File: src/rtl/sensor_framer_pkg.sv
// ---------------------------------------------------------------------------
// sensor_framer_pkg
// Shared types and constants for the sensor ASCII framer.
//   framer_state_t : framer FSM states (also exported on the debug port)
//   ASCII_*        : byte values placed on the UART TX interface
// ---------------------------------------------------------------------------
package sensor_framer_pkg;

  typedef enum logic [2:0] {
    IDLE       = 3'd0,
    CONVERT    = 3'd1,
    SEND_DIGIT = 3'd2,
    SEND_CR    = 3'd3,
    SEND_LF    = 3'd4
  } framer_state_t;

  localparam logic [7:0] ASCII_ZERO = 8'h30;
  localparam logic [7:0] ASCII_CR   = 8'h0D;
  localparam logic [7:0] ASCII_LF   = 8'h0A;

endpackage

File: src/rtl/bcd_seq_converter.sv
// ---------------------------------------------------------------------------
// bcd_seq_converter
// Sequential binary-to-BCD converter (shift-add-3 / double dabble).
// A start pulse latches bin and clears the BCD accumulator; the engine then
// runs exactly DATA_W steps. done pulses for one cycle after the last step,
// and bcd then holds the result until the next start.
//
// Ports:
//   clk   : clock
//   rst   : asynchronous active-low reset
//   start : load bin and begin a conversion (ignored cycles are harmless)
//   bin   : binary value, sampled when start is high
//   done  : one-cycle pulse, bcd is valid from this cycle on
//   bcd   : packed BCD result, nibble 0 = units
// ---------------------------------------------------------------------------
module bcd_seq_converter #(
  parameter int DATA_W = 8,
  parameter int DIGITS = 3
) (
  input  logic                  clk,
  input  logic                  rst,
  input  logic                  start,
  input  logic [DATA_W-1:0]     bin,
  output logic                  done,
  output logic [4*DIGITS-1:0]   bcd
);

  localparam int CNT_W = $clog2(DATA_W + 1);

  logic [DATA_W-1:0]   bin_q;
  logic [4*DIGITS-1:0] bcd_q;
  logic [4*DIGITS-1:0] adj;
  logic [CNT_W-1:0]    cnt;
  logic                run;
  logic                done_q;

  // Add 3 to every nibble >= 5 before the shift; 4-bit add, no carry out.
  always_comb begin
    adj = bcd_q;
    for (int i = 0; i < DIGITS; i++) begin
      if (bcd_q[4*i +: 4] >= 4'd5) begin
        adj[4*i +: 4] = bcd_q[4*i +: 4] + 4'd3;
      end
    end
  end

  always_ff @(posedge clk or negedge rst) begin
    if (!rst) begin
      bin_q  <= '0;
      bcd_q  <= '0;
      cnt    <= '0;
      run    <= 1'b0;
      done_q <= 1'b0;
    end else if (start) begin
      bin_q  <= bin;
      bcd_q  <= '0;
      cnt    <= CNT_W'(DATA_W);
      run    <= 1'b1;
      done_q <= 1'b0;
    end else if (run) begin
      {bcd_q, bin_q} <= {adj, bin_q} << 1;
      cnt            <= cnt - 1'b1;
      if (cnt == CNT_W'(1)) begin
        run    <= 1'b0;
        done_q <= 1'b1;
      end
    end else begin
      done_q <= 1'b0;
    end
  end

  assign done = done_q;
  assign bcd  = bcd_q;

endmodule

File: src/rtl/sensor_ascii_framer.sv
// ---------------------------------------------------------------------------
// sensor_ascii_framer
// Takes one binary sensor sample, converts it to decimal and sends it to the
// UART transmitter as ASCII digits followed by CR, LF.
//
// Handshakes (both sides): a transfer happens on a rising clock edge where
// valid and ready are both high. The producer holds valid and data stable
// until that edge; valid never drops without a transfer.
//
// Build option: define FRAMER_FIXED_WIDTH_EN to send leading zeros so every
// frame is DIGITS+2 bytes. Default build suppresses leading zeros (the units
// digit is always sent).
//
// Ports:
//   clk            : system clock
//   rst            : asynchronous active-low reset
//   sample_i       : binary sample
//   sample_valid_i : sample present
//   sample_ready_o : high only in IDLE
//   tx_data_o      : ASCII byte to UART TX
//   tx_valid_o     : tx_data_o valid
//   tx_ready_i     : UART TX accepts the byte
//   busy_o         : a frame is being converted or sent
//   overrun_o      : sample offered while not ready (sample dropped)
//   state_dbg_o    : current FSM state (framer_state_t encoding)
// ---------------------------------------------------------------------------
module sensor_ascii_framer
  import sensor_framer_pkg::*;
#(
  parameter int DATA_W = 8,
  parameter int DIGITS = 3
) (
  input  logic              clk,
  input  logic              rst,
  input  logic [DATA_W-1:0] sample_i,
  input  logic              sample_valid_i,
  output logic              sample_ready_o,
  output logic [7:0]        tx_data_o,
  output logic              tx_valid_o,
  input  logic              tx_ready_i,
  output logic              busy_o,
  output logic              overrun_o,
  output logic [2:0]        state_dbg_o
);

  localparam int IDX_W = (DIGITS > 1) ? $clog2(DIGITS) : 1;

  if (64'd10 ** DIGITS <= (64'd1 << DATA_W) - 64'd1) begin : g_digits_check
    $error("sensor_ascii_framer: DIGITS too small for DATA_W");
  end

  framer_state_t       state, state_n;
  logic [IDX_W-1:0]    dig_idx, dig_idx_n;
  logic [IDX_W-1:0]    first_idx;
  logic                conv_start;
  logic                conv_done;
  logic [4*DIGITS-1:0] bcd;
  logic [3:0]          cur_nibble;

  bcd_seq_converter #(
    .DATA_W (DATA_W),
    .DIGITS (DIGITS)
  ) u_conv (
    .clk   (clk),
    .rst   (rst),
    .start (conv_start),
    .bin   (sample_i),
    .done  (conv_done),
    .bcd   (bcd)
  );

  // First digit to send: highest nonzero nibble (units if value is 0),
  // or always the top digit in the fixed-width build.
  always_comb begin
    first_idx = '0;
`ifdef FRAMER_FIXED_WIDTH_EN
    first_idx = IDX_W'(DIGITS - 1);
`else
    for (int i = 0; i < DIGITS; i++) begin
      if (bcd[4*i +: 4] != 4'd0) begin
        first_idx = IDX_W'(i);
      end
    end
`endif
  end

  always_comb begin
    cur_nibble = 4'd0;
    for (int i = 0; i < DIGITS; i++) begin
      if (dig_idx == IDX_W'(i)) begin
        cur_nibble = bcd[4*i +: 4];
      end
    end
  end

  always_ff @(posedge clk or negedge rst) begin
    if (!rst) begin
      state   <= IDLE;
      dig_idx <= '0;
    end else begin
      state   <= state_n;
      dig_idx <= dig_idx_n;
    end
  end

  // Outputs are decoded from state, so an asynchronous reset clears
  // tx_valid_o/tx_data_o at once and no partial byte survives.
  always_comb begin
    state_n        = state;
    dig_idx_n      = dig_idx;
    conv_start     = 1'b0;
    sample_ready_o = 1'b0;
    tx_data_o      = 8'h00;
    tx_valid_o     = 1'b0;
    case (state)
      IDLE: begin
        sample_ready_o = 1'b1;
        if (sample_valid_i) begin
          conv_start = 1'b1;
          state_n    = CONVERT;
        end
      end
      CONVERT: begin
        if (conv_done) begin
          dig_idx_n = first_idx;
          state_n   = SEND_DIGIT;
        end
      end
      SEND_DIGIT: begin
        tx_data_o  = ASCII_ZERO + {4'h0, cur_nibble};
        tx_valid_o = 1'b1;
        if (tx_ready_i) begin
          if (dig_idx == '0) begin
            state_n = SEND_CR;
          end else begin
            dig_idx_n = dig_idx - 1'b1;
          end
        end
      end
      SEND_CR: begin
        tx_data_o  = ASCII_CR;
        tx_valid_o = 1'b1;
        if (tx_ready_i) begin
          state_n = SEND_LF;
        end
      end
      SEND_LF: begin
        tx_data_o  = ASCII_LF;
        tx_valid_o = 1'b1;
        if (tx_ready_i) begin
          state_n = IDLE;
        end
      end
      default: begin
        state_n = IDLE;
      end
    endcase
  end

  assign busy_o      = (state != IDLE);
  assign overrun_o   = sample_valid_i && !sample_ready_o;
  assign state_dbg_o = state;

endmodule

File: config.mk
export PLATFORM = sky130hd
export DESIGN_NAME = sensor_ascii_framer
export DESIGN_NICKNAME = d
export VERILOG_FILES = /design/src/rtl/sensor_framer_pkg.sv /design/src/rtl/bcd_seq_converter.sv /design/src/rtl/sensor_ascii_framer.sv
export SDC_FILE = /design/constraint.sdc
export NUM_CORES = 1
export LEC_CHECK = 0
export BUFFER_PORTS_ARGS = -buffer_cell sky130_fd_sc_hd__buf_2
export CORE_MARGIN = 2
export CORE_UTILIZATION = 50
export DETAILED_ROUTE_END_ITERATION = 12
export PLACE_DENSITY = 0.76
export SYNTH_ARGS = -nofsm -noshare
export SYNTH_HDL_FRONTEND = slang
export SYNTH_SLANG_ARGS = --single-unit
File: constraint.sdc
create_clock -name clk -period 1.7 [get_ports clk]
set_input_delay 0.085 -clock clk [delete_from_list [all_inputs] [get_ports clk]]
set_output_delay 0.085 -clock clk [all_outputs]
set_load 0.02 [all_outputs]
# After elaboration in Yosys (flattened, before gate mapping)
# Index checks and enable logic that the tools add are counted.
op_classes:
  n_addsub: 6
  order_cmp: 3
  n_eq_ne: 15
  n_mux: 36
  n_reduce_logical: 12
ops:
  columns: ["operator", "count"]
  rows:
  - ["$mux 4", 7]
  - ["$mux 12", 2]
  - ["$mux 3", 7]
  - ["$pmux 7 s3", 1]
  - ["$mux 8", 2]
  - ["$pmux 3 s5", 1]
  - ["$ge 4x3->1 const B", 3]
  - ["$ne 2x2->1 const B", 6]
  - ["$mux 1", 11]
  - ["$add 4x2->4 const B", 2]
  - ["$mux 2", 4]
  - ["$reduce_bool 4->1", 2]
  - ["$add 6x4->7 const A", 1]
  - ["$eq 3x2->1 const B", 2]
  - ["$reduce_and 6->1", 1]
  - ["$eq 4x1->1 const B", 1]
  - ["$pmux 2 s2", 1]
  - ["$reduce_and 4->1", 1]
  - ["$reduce_bool 2->1", 2]
  - ["$sub 4x1->4 const B", 1]
  - ["$add 3x2->3 const B", 1]
  - ["$eq 3x1->1 const B", 1]
  - ["$eq 3x3->1 const B", 1]
  - ["$logic_not 3->1", 1]
  - ["10 further kinds", 10]
word_totals:
  reg_bits: 31
  input_bits: 12
  output_inout_bits: 15
  word_cells: 79

# Depth between registers and ports, before layout
# Gate-level depths: netlist (run 1).
logic_depth:
  ltp_word: 6
  ltp_mapped: 7
  mapped_depth_nobuf: 6

# Hierarchy
# A second synthesis (run 1) with hierarchy kept.
hier_totals:
  hier_cells: 210
  area_unflattened_um2: 1935.6
by_module_without_submodules:
  columns: ["module", "instances", "cells_per_inst", "area_each_um2"]
  rows:
  - ["bcd_seq_converter", 1, 146, 1426.4]
  - ["sensor_ascii_framer", 1, 64, 509.2]

# Least setup slack after synthesis (run 1)
# No wires, ideal clock.
synth_timing:
  kind: "register -> register"
  startpoint: "register state[1] (netlist: state_dbg_o[1])"
  endpoint: "register u_conv.bcd_q[1] (netlist: u_conv.bcd[1])"
  setup_ps: 128
  arrival_time_ps: 1437
  required_time_ps: 1572
  path_slack_ps: 135
  stages_incl_launch_ff: 7
  n_path_buf: 3
  synth_period_minus_slack_ps: 1565
  cell_sequence: "dfrtp_1 > buf_2 > nor3_4 > and2_4 > buf_6 > buf_8 > o22ai_1"
synth_via:
  elab_chain_len: 3
  word_cells_on_any_way: 4
  classes_between: "mux: 2; reduce/logical: 2"
synth_lines:
  columns: ["element", "line", "text"]
  rows:
  - ["start: declaration", "sensor_ascii_framer.sv:52", "framer_state_t state, state_n;"]
  - ["start signal: assignment", "sensor_ascii_framer.sv:101", "state <= state_n;"]
  - ["$logic_not 3->1 *", "sensor_ascii_framer.sv:115", "case (state)"]
  - ["$mux 1 *", "sensor_ascii_framer.sv:115", null]
  - ["$mux 12 / $reduce_bool 2->1 (equally long branches)", null, null]
  - ["end signal: assignment", "bcd_seq_converter.sv:61", "{bcd_q, bin_q} <= {adj, bin_q} << 1;"]
  - ["end: declaration", "bcd_seq_converter.sv:31", "logic [4*DIGITS-1:0] bcd_q;"]
# Mark *: on every way between the ends. The rest lies on a longest branch, timed or not.
# A chain may end at the register's enable or synchronous reset.

# Worst setup path after layout (run 1)
layout_timing:
  startpoint: "register dig_idx[0]"
  endpoint: "output tx_data_o[0]"
layout_via:
  elab_chain_len: 6
  word_cells_on_any_way: 8
  classes_between: "add/sub: 1; eq/ne: 2; mux: 4; reduce/logical: 1"
layout_lines:
  columns: ["element", "line", "text"]
  rows:
  - ["start: declaration", "sensor_ascii_framer.sv:53", "logic [IDX_W-1:0] dig_idx, dig_idx_n;"]
  - ["start signal: assignment", "sensor_ascii_framer.sv:102", "dig_idx <= dig_idx_n;"]
  - ["$logic_not 2->1", "sensor_ascii_framer.sv:90", "if (dig_idx == IDX_W'(i)) begin"]
  - ["$mux 4 (2 in series)", "sensor_ascii_framer.sv:90", null]
  - ["$mux 4 *", "sensor_ascii_framer.sv:90", null]
  - ["$add 6x4->7 *", "sensor_ascii_framer.sv:130", "tx_data_o = ASCII_ZERO + {4'h0, cur_nibble};"]
  - ["$pmux 7 s3 *", "sensor_ascii_framer.sv:115", null]
  - ["end: declaration", "sensor_ascii_framer.sv:38", "output logic [7:0] tx_data_o,"]
# Marks and branches as above.

==> flow_metrics.py, run 1 <==
metrics = {
    "critical_path": {
        "cp_max_fo": 6,
        "worstPathRequired_ns": 1.62,
        "max_stage_delay_ns": 0.42,
        "rr_worst_depth": 6,
        "cp-start-kind": "flop",
        "crit_type": "reg2out",
        "worstReg2RegEnd": "u_conv.bcd[6]$_DFFE_PN0P_",
        "slowest_stage": "dfrtp_1",
        "crit_path_end_kind": "output port",
        "crit-reg2reg-launch": "u_conv.bcd[4]$_DFFE_PN0P_",
        "crit_chain": "inv_2 -> ha_4 -> nand3b_1 -> a21oi_2 -> a211oi_2 -> nor2_1 -> buf_2",
        "arrival_ns": 1.60,
        "r2r_slack_ns": 0.11,
    },
    "clocking": {
        "clock_path_buffers": 2,
        "cts_sinks": 31,
        "clkTransAtPathRegs_ns": 0.07,
        "cts_tree": "built",
        "htreeDepth": 2,
        "clk_latency_ns": 0.28,
        "cts_buffers": 5,
        "cts-root-buf": "clkbuf_8",
    },
    "run": {
        "max_cap_violations": 0,
    },
    "yosys": {
        "postSynthCellCount": 207,
        "synth-edff-count": 0,
        "ys_ff_latch": 31,
        "synth_area_mm2": 0.001998,
        "synth_area_per_cell_um2": 9.653,
        "ys_async_sr_fraction_pct": 100.0,
        "synthFlopType": "dfrtp_1",
        "ys_seq_area_share_pct": 38.82,
        "ys_warn_count": 0,
        "synth.distinct_cells": 39,
    },
    "min_path": {
        "hold_path_startpoint": "sample_i[6]",
        "hold_depth": 3,
        "hold_class": "in2reg",
        "holdPathEnd": "u_conv.bin_q[6]$_DFFE_PN0P_",
    },
    "pwr": {
        "power_leakage_nw": 1.062,
        "ir_drop_v": 0.0007604,
        "p_clk_share_pct": 13.3,
        "p_sw_share_pct": 43.42,
        "power.density_mw_per_mm2": 1886,
        "totalPowerFinal_mw": 4.366,
        "p_seq_share_pct": 33.1,
        "power.internal_mw": 2.470,
        "p_sw_mw": 1.895,
        "pwr-share-comb_pct": 53.6,
    },
    "sta": {
        "setup_viol": 0,
        "rsz0062_at_grt": "yes",
        "period_needed_ns": 1.687,
        "worst_slack_ns": 0.01321,
        "max_slew_margin_pct": 54.01,
        "fmax_mhz": 592.8,
        "finalHoldViolCount": 0,
        "period_share_pct": 99.22,
        "final_max_slew_viol_count": 0,
        "finalSetupTns_ns": 0,
        "skew_ns": 0.009713,
        "max_slew.worst_pin.slew_ns": 0.6899,
    },
    "route": {
        "route.vias.total": 1519,
        "first_pass_iters": 4,
        "routed_wl_um": 3784,
        "drtAntennaViolNets": 0,
        "wl_per_cell_um": 13.42,
        "drt_iter0_markers": 47,
        "drc": 0,
        "vias_per_cell": 5.387,
    },
    "global_routing": {
        "grtUsageMet3_pct": 5.000,
        "grt_max_degree": 33,
        "antenna_found_initial": 0,
        "overflow": 0,
        "grtUsageTotal_pct": 18.11,
        "gr-usage-met1_pct": 24.02,
        "busiest_layer": "met2",
        "met2_usage_pct": 29.33,
        "grt_pass1_vias": 1427,
        "grt_pass1_wl_um": 6244,
    },
    "floorplan": {
        "fp.dieW_um": 67.22,
        "rows": 22,
        "fp.dieH_um": 67.22,
        "die_area_mm2": 0.004518,
        "initial_core_util_pct": 53.38,
        "boundaryPins": 27,
        "core_mm2": 0.003744,
    },
    "layout": {
        "finish.instance_area_mm2": 0.002315,
        "final_util_pct": 61.83,
        "nNetsFinal": 259,
        "area_growth_pct": 15.84,
        "fillCellCount": 346,
        "drive_gt1_share_pct": 32.05,
        "diodes": 0,
    },
    "placement": {
        "place_area_mm2": 0.002108,
        "place_ws_ns": 0.04480,
        "gp_congestion": 0.7980,
        "hpwlAfterDp_um": 2518,
        "port_buffers": 24,
    },
    "outcome": {
        "status": "finished clean",
    },
}
-- cell type report --
class                      instances  area (µm²)  area share, %
clock buffer                       6       82.58          3.568
clock inverter                     1       5.005         0.2162
inverter                          12       45.04          1.946
multi-input combinational        152        1139          49.19
sequential                        31       775.7          33.51
tap                               48       60.06          2.595
timing repair buffer              32       207.7          8.973
-- layout by cell type, fill, tap and decap left out, types with 5 or more instances in the layout --
cell,count
nand2b_1,11
nand2_2,8
a21oi_1,12
buf_4,7
dfrtp_1,31
o21ai_2,8
o21ai_0,6
o22ai_1,7
clkbuf_8,6
xnor2_1,5
a21oi_2,5
inv_1,8
ha_1,10
buf_2,21
nor2_1,11
nand2_1,18
mux2i_1,9
-- cell usage after synthesis (2+ instances only) --
master | instances | area (µm²)
nor3b_1 | 2 | 15.01
o22ai_1 | 7 | 43.79
nor2_1 | 11 | 41.29
buf_6 | 2 | 22.52
o21ai_0 | 8 | 40.04
xnor2_1 | 5 | 43.79
buf_4 | 3 | 22.52
o21ai_2 | 8 | 70.07
mux2_2 | 4 | 45.04
mux2i_1 | 9 | 90.09
dfrtp_1 | 31 | 775.7
nand2_1 | 18 | 67.56
inv_1 | 12 | 45.04
a211oi_1 | 5 | 37.54
buf_2 | 5 | 25.02
a21oi_1 | 17 | 85.08
o211ai_1 | 2 | 15.01
ha_1 | 13 | 162.7
nand2_2 | 8 | 50.05
nand3b_1 | 4 | 30.03
a211oi_2 | 2 | 25.02
nand3_1 | 3 | 15.01
or3b_1 | 2 | 17.52
nand2b_1 | 11 | 68.82
-- cell families after synthesis --
| family | share of synthesized area [%] |
|---|---|
| mux | 6.763 |
| other cells | 0.1877 |
| simple gates | 18.85 |
| compound gates | 16.91 |
| flops | 38.82 |
| fa+ha+maj | 8.140 |
| buf+inv | 7.701 |
| xor+xnor | 2.630 |
-- power groups by stage --
| stage | logic [mW] | registers [mW] | clock network [mW] |
|---|---|---|---|
| after floorplan | 1.84 | 1.31 | 0 |
| after global placement | 2.11 | 1.41 | 0 |
| after detailed placement | 2.16 | 1.42 | 0 |
| after CTS | 2.25 | 1.41 | 0.601 |
| after global routing | 2.61 | 1.50 | 0.644 |
| final | 2.34 | 1.44 | 0.582 |
-- worst max-delay path, delay by kind of cell (launching register included) --
| kind | cells | cell delay, ns |
|---|---|---|
| buffers and inverters | 2 | 0.29 |
| DFF | 1 | 0.42 |
| and+or+nand+nor | 2 | 0.20 |
| adders and majority gates | 1 | 0.17 |
| AOI/OAI and AO/OA | 2 | 0.24 |
-- state kept, by name, summed over array words and instances, names as in the netlist --
signal and count:
u_conv.bcd 12, u_conv.bin_q 8, state_dbg_o 3, u_conv.done 1, u_conv.cnt 4, u_conv.run 1, dig_idx 2
-- routing by layer --
metal,vias up,routed length [µm]
li1,763,-
met1,726,1773
met2,30,1845
met3,0,165
met4,0,0
met5,-,0
-- what timing repair did --
action                                 in CTS  in global routing
endpoints found under the hold margin      31                  2
pin swaps                                   0                  4
hold buffers                                1                  2
setup buffers                               2                  0
resized for setup                           7                 15
setup endpoints to repair                   4                  7
-- worst max path at each step --
| stage | from | slack, ns | cells after the start | endpoint |
|---|---|---|---|---|
| after floorplan | state_dbg_o[1]$_DFFE_PN0P_ | 0.14 | 6 | u_conv.bcd[1]$_DFFE_PN0P_ |
| after global placement | u_conv.bcd[4]$_DFFE_PN0P_ | 0.09 | 6 | u_conv.bcd[6]$_DFFE_PN0P_ |
| after detailed placement | u_conv.bcd[4]$_DFFE_PN0P_ | 0.04 | 6 | u_conv.bcd[6]$_DFFE_PN0P_ |
| after CTS | dig_idx[0]$_DFFE_PN0P_ | 0.006 | 7 | tx_data_o[3] |
| after global routing | dig_idx[1]$_DFFE_PN0P_ | -0.06 | 7 | tx_data_o[0] |
| final | dig_idx[0]$_DFFE_PN0P_ | 0.01 | 7 | tx_data_o[0] |
-- metrics by stage --
stage	cells	hold WS (ns)
after floorplan	208	-0.2106
after global placement	270	0.1687
after detailed placement	270	0.1747
after CTS	280	0.004541
after global routing	282	0.005881
final	282	0.008264
(Power assumes the default switching activity.)
==> run 2: changes to the inputs <==
Clock period 1.7 ns to 1.8 ns, I/O delays scaled along.
==> run 2 against run 1 <==
Net effect:
- first-iteration DRC count up 53%
- utilization up 0.40 points
- global-route usage up 0.24 points
- clock power down 5.2%
- register-to-register slack better by 0.07 ns
- combinational power down 7%
- die area unchanged
- critical path depth down 1
- via count down 1.4%
- total power down 7.5%
- sequential power down 8%
- final cell count up 2.1%
- critical path type unchanged
- critical endpoint is now tx_data_o[2]
- largest power group unchanged
==> flow_metrics.py, run 2 (synthesized netlist as in run 1, its figures left out) <==
metrics = {
    "outcome": {
        "status": "finished clean",
    },
    "sta": {
        "final_max_slew_viol_count": 0,
        "period_share_pct": 97.13,
        "worst_slack_ns": 0.05171,
        "holdWs_ns": 0.01134,
        "skew_ns": 0.002742,
        "max_slew.worst_pin.slew_ns": 0.6993,
        "max_slew_margin_pct": 53.38,
        "period_needed_ns": 1.748,
        "fmax_mhz": 572.0,
        "setup_viol": 0,
        "finalHoldViolCount": 0,
    },
    "layout": {
        "finish.instance_area_mm2": 0.002330,
        "layout_common_cells": "dfrtp_1, buf_2, nand2_1",
        "mostFrequentLayoutCell": "dfrtp_1",
        "largest_reg_flops": 12,
        "final_util_pct": 62.23,
        "ff_latch_area_um2": 775.7,
        "multi_input_area_mm2": 0.001104,
        "nNetsFinal": 265,
        "area_growth_pct": 16.59,
        "diodes": 0,
        "final_cells": 288,
        "fillCellCount": 346,
        "drive_gt1_share_pct": 28.75,
    },
    "placement": {
        "place_ws_ns": 0.1434,
        "port_buffers": 24,
        "dp_cells": 272,
        "place_area_mm2": 0.002123,
        "gp_congestion": 0.8064,
        "hpwlAfterDp_um": 2606,
    },
    "run": {
        "max_cap_violations": 0,
    },
    "critical_path": {
        "cp-start-kind": "flop",
        "arrival_ns": 1.66,
        "cp_max_fo": 7,
        "crit_path_end_kind": "output port",
        "crit_type": "reg2out",
        "worstPathRequired_ns": 1.71,
    },
    "route": {
        "drt_iter0_markers": 72,
        "first_pass_iters": 4,
        "drc": 0,
        "routed_wl_um": 3740,
        "route.vias.total": 1498,
        "wl_per_cell_um": 12.99,
        "drtAntennaViolNets": 0,
        "vias_per_cell": 5.201,
    },
    "global_routing": {
        "grtUsageTotal_pct": 18.35,
        "grt_pass1_wl_um": 6258,
        "grt_pass1_vias": 1411,
        "antenna_found_initial": 0,
        "grt_max_degree": 32,
        "overflow": 0,
    },
    "clocking": {
        "cts_buffers": 5,
        "clk_latency_ns": 0.28,
        "clock_path_buffers": 2,
        "cts_tree": "built",
        "clkTransAtPathRegs_ns": 0.06,
        "cts-root-buf": "clkbuf_8",
        "htreeDepth": 2,
        "cts_sinks": 31,
    },
    "pwr": {
        "power.density_mw_per_mm2": 1734,
        "power_leakage_nw": 1.084,
        "ir_drop_v": 0.0009335,
    },
    "floorplan": {
        "rows": 22,
        "die_area_mm2": 0.004518,
        "core_mm2": 0.003744,
        "initial_core_util_pct": 53.38,
        "fp.dieH_um": 67.22,
        "fp.dieW_um": 67.22,
        "boundaryPins": 27,
    },
    "min_path": {
        "hold_class": "in2reg",
    },
}
==> run 2: cell count changes in the layout (fill, tap and decap cells not counted), sizes merged <==
cell	change
dlygate4sd3	+4
buf	+2
==> run 2: report_power, final <==
part	internal [mW]	leakage [nW]	switching, mW	total [mW]
logic	1.00	0.647	1.17	2.17
registers	1.00	0.391	0.316	1.32
clock network	0.299	0.0470	0.252	0.552
==> run 2: critical path, stage by stage, from the launching register on <==
cell and delay (ns):
dfrtp_1 0.42, inv_2 0.12, ha_2 0.26, a21oi_1 0.08, a211oi_1 0.26, nor2_1 0.07
buf_2 0.16
==> run 2: worst paths after layout <==
check / slack, ns / cells after the start / endpoint / startpoint
worst max-delay path: 0.05 / 6 / tx_data_o[2] / dig_idx[0]$_DFFE_PN0P_
worst min-delay path: 0.01 / 3 / u_conv.bin_q[1]$_DFFE_PN0P_ / sample_i[1]
worst max register to register: 0.18 / 6 / u_conv.bcd[6]$_DFFE_PN0P_ / u_conv.bcd[4]$_DFFE_PN0P_
worst min register to register: 0.53 / 2 / u_conv.cnt[3]$_DFFE_PN0P_ / u_conv.cnt[3]$_DFFE_PN0P_
max in group asynchronous: 0.97 / 2 / u_conv.bin_q[2]$_DFFE_PN0P_ / rst
min in group asynchronous: 0.39 / 2 / u_conv.bcd[6]$_DFFE_PN0P_ / rst
==> run 2: layer usage <==
metal | up-vias | global-route usage, % | wire (µm)
met1 | 694 | 23.48 | 1807
met3 | 6 | 6.000 | 163
met2 | 30 | 29.70 | 1727
met5 | - | 0 | 0
li1 | 768 | - | -
met4 | 0 | 5.357 | 42
==> run 2: final cells by class <==
class                   instances  share of cell area [%]
clock buffers                   6                   3.545
inverters                      12                   1.933
well taps                      48                   2.578
repair buffers                 38                   11.06
flip-flops and latches         31                   33.30
clock inverters                 1                  0.2148
multi-input cells             152                   47.37
==> run 2: what timing repair did <==
action / 4_1_cts / 5_1_grt
gates resized for setup: 2 / 8
gates cloned: 0 / 0
hold buffers: 7 / 0
endpoints found under the hold margin: 37 / 0
setup endpoints to repair: 4 / 5
setup buffers: 0 / 2
==> run 2: metrics by stage <==
step                total power [mW]   TNS (ns)
finish                         4.040          0
global route                   4.411   -0.03398
CTS                            3.999  -0.005012
detailed placement             3.404          0
global placement               3.355          0
floorplan                      2.979          0
==> run 3: changes to the inputs <==
Settings changed: CORE_UTILIZATION 50 to 57, PLACE_DENSITY 0.76 to 0.84, RECOVER_POWER from default to 100.
==> run 3 against run 2 <==
Net effect:
- first-iteration DRC count is 6.9% lower
- non-clock buffer count grew 2
- maximum frequency increased by 0.54%
- clock skew grew 0.0079 ns
- worst setup slack improved by 0.0094 ns
- sequential share of layout area down 0.84 points
- final area is 2.7% higher
- die area is 12% lower
- critical endpoint is now tx_data_o[1]
- largest cell class unchanged
- largest power group unchanged
- highest routed layer unchanged
==> flow_metrics.py, run 3 (synthesized netlist as in run 1, its figures left out) <==
metrics = {
    "clocking": {
        "htreeDepth": 2,
        "clock_path_buffers": 2,
        "cts_buffers": 5,
        "clk_latency_ns": 0.34,
        "cts_tree": "built",
        "clkTransAtPathRegs_ns": 0.11,
        "cts-root-buf": "clkbuf_4",
        "cts_sinks": 31,
    },
    "floorplan": {
        "core_mm2": 0.003363,
        "initial_core_util_pct": 59.41,
        "boundaryPins": 27,
        "fp.dieW_um": 63.21,
        "die_area_mm2": 0.003995,
        "fp.dieH_um": 63.21,
        "rows": 21,
    },
    "critical_path": {
        "worstPathRequired_ns": 1.71,
        "cp.buffers_inverters": 2,
        "slowest_stage": "dfrtp_2",
        "crit_type": "reg2out",
        "crit_chain": "buf_4 -> or3b_4 -> o21ai_1 -> buf_4",
        "timing.critical_path.mode_cell": "buf_4",
        "cp-startpoint": "state_dbg_o[0]$_DFFE_PN0P_",
        "cp-start-kind": "flop",
        "max_stage_delay_ns": 0.46,
        "critPathTopFamily": "flip-flops",
        "arrival_ns": 1.65,
        "crit-reg2reg-launch": "dig_idx[0]$_DFFE_PN0P_",
        "r2r_slack_ns": 0.17,
        "rr_worst_depth": 7,
        "cp_max_fo": 7,
        "worstReg2RegEnd": "dig_idx[0]$_DFFE_PN0P_",
        "crit_path_end_kind": "output port",
    },
    "layout": {
        "multi_input_area_mm2": 0.001146,
        "drive_gt1_share_pct": 32.51,
        "mostFrequentLayoutCell": "dfrtp_1",
        "fillCellCount": 276,
        "ff_latch_area_um2": 777.0,
        "layout_common_cells": "dfrtp_1, buf_2, nand2_1",
        "nNetsFinal": 267,
        "largest_reg_flops": 12,
        "diodes": 0,
        "area_growth_pct": 19.79,
    },
    "pwr": {
        "power.density_mw_per_mm2": 1718,
        "ir_drop_v": 0.0007601,
        "power_leakage_nw": 1.094,
    },
    "run": {
        "max_cap_violations": 0,
    },
    "sta": {
        "setup_viol": 0,
        "period_needed_ns": 1.739,
        "final_max_slew_viol_count": 0,
        "skew_ns": 0.01065,
        "fmax_mhz": 575.1,
        "worst_slack_ns": 0.06114,
        "rsz0062_at_grt": "yes",
        "finalSetupTns_ns": 0,
        "max_slew_margin_pct": 49.57,
        "finalHoldViolCount": 0,
        "max_slew.worst_pin.slew_ns": 0.7564,
        "period_share_pct": 96.60,
    },
    "outcome": {
        "status": "finished clean",
    },
    "global_routing": {
        "grt_pass1_vias": 1524,
        "grt_max_degree": 32,
        "grtUsageTotal_pct": 20.95,
        "grt_pass1_wl_um": 6548,
        "antenna_found_initial": 0,
        "overflow": 0,
    },
    "min_path": {
        "hold_class": "in2reg",
        "hold_path_startpoint": "tx_ready_i",
        "holdPathEnd": "state_dbg_o[2]$_DFFE_PN0P_",
        "hold_depth": 2,
    },
    "route": {
        "drtAntennaViolNets": 0,
        "drc": 0,
        "vias_per_cell": 5.450,
        "routed_wl_um": 3823,
        "first_pass_iters": 4,
        "wl_per_cell_um": 13.23,
        "drt_iter0_markers": 67,
        "route.vias.total": 1575,
    },
    "placement": {
        "hpwlAfterDp_um": 2549,
        "port_buffers": 24,
        "gp_congestion": 0.7588,
        "place_ws_ns": 0.1881,
    },
}
==> run 3: cell types whose count changed in the layout (fill, tap and decap cells not counted), sizes merged <==
cell         change
clkbuf           +2
dlygate4sd3      +2
buf              -1
clkinv           -1
clkinvlp         +1
==> run 3: where the power goes <==
part	switching [mW]	internal, mW	total, mW
Clock	0.250	0.228	0.478
Sequential	0.344	1.00	1.34
Combinational	1.20	1.09	2.29
Total	1.80	2.32	4.11
==> run 3: what timing repair did <==
action                                  CTS  global route
endpoints found under the setup margin    4             6
setup buffers                             0             3
gates resized for setup                   7            16
pin swaps                                 0             6
endpoints found under the hold margin    39             0
hold buffers                              9             0
==> run 3: layout make-up <==
type                       instances  area share, %
clock buffer                       7          2.718
clock inverter                     1         0.3136
inverter                          12          1.882
multi-input combinational        152          47.88
sequential                        31          32.46
tap                               46          2.405
timing repair buffer              40          12.34
==> run 3: stage by stage <==
step                      power, mW  hold slack, ns  cells  cell area, µm²  util, %
after detailed placement      3.414          0.1757    269            2126    63.21
after CTS                     3.967        0.007851    286            2316    68.86
after floorplan               2.979         -0.2056    208            2002        -
final                         4.113         0.02480    289            2394    71.17
after global routing          4.494        0.004361    289            2394    71.17
after global placement        3.333          0.1713    269            2126    63.21
==> run 3: worst max path at each step <==
stage,endpoint,cells past startpoint
final,tx_data_o[1],4
after global routing,tx_data_o[3],7
after CTS,tx_data_o[1],4
after detailed placement,u_conv.bcd[6]$_DFFE_PN0P_,6
after global placement,u_conv.bcd[6]$_DFFE_PN0P_,6
after floorplan,u_conv.bcd[1]$_DFFE_PN0P_,6
==> run 3: worst register-to-register path: stages, from the launching register on <==
cell and delay (ns):
dfrtp_1 0.42, inv_2 0.09, ha_4 0.19, buf_4 0.13, nand4bb_1 0.22, a21oi_2 0.23
a21boi_1 0.18, o21ai_1 0.07
==> run 3: routing by layer <==
metal / up-vias / global-route usage [%] / share of wire, %
met4: 0 / 6.522 / 1.3
met3: 6 / 5.893 / 3.4
met2: 32 / 36.70 / 51
met5: - / 0 / 0
li1: 778 / - / -
met1: 759 / 24.88 / 44
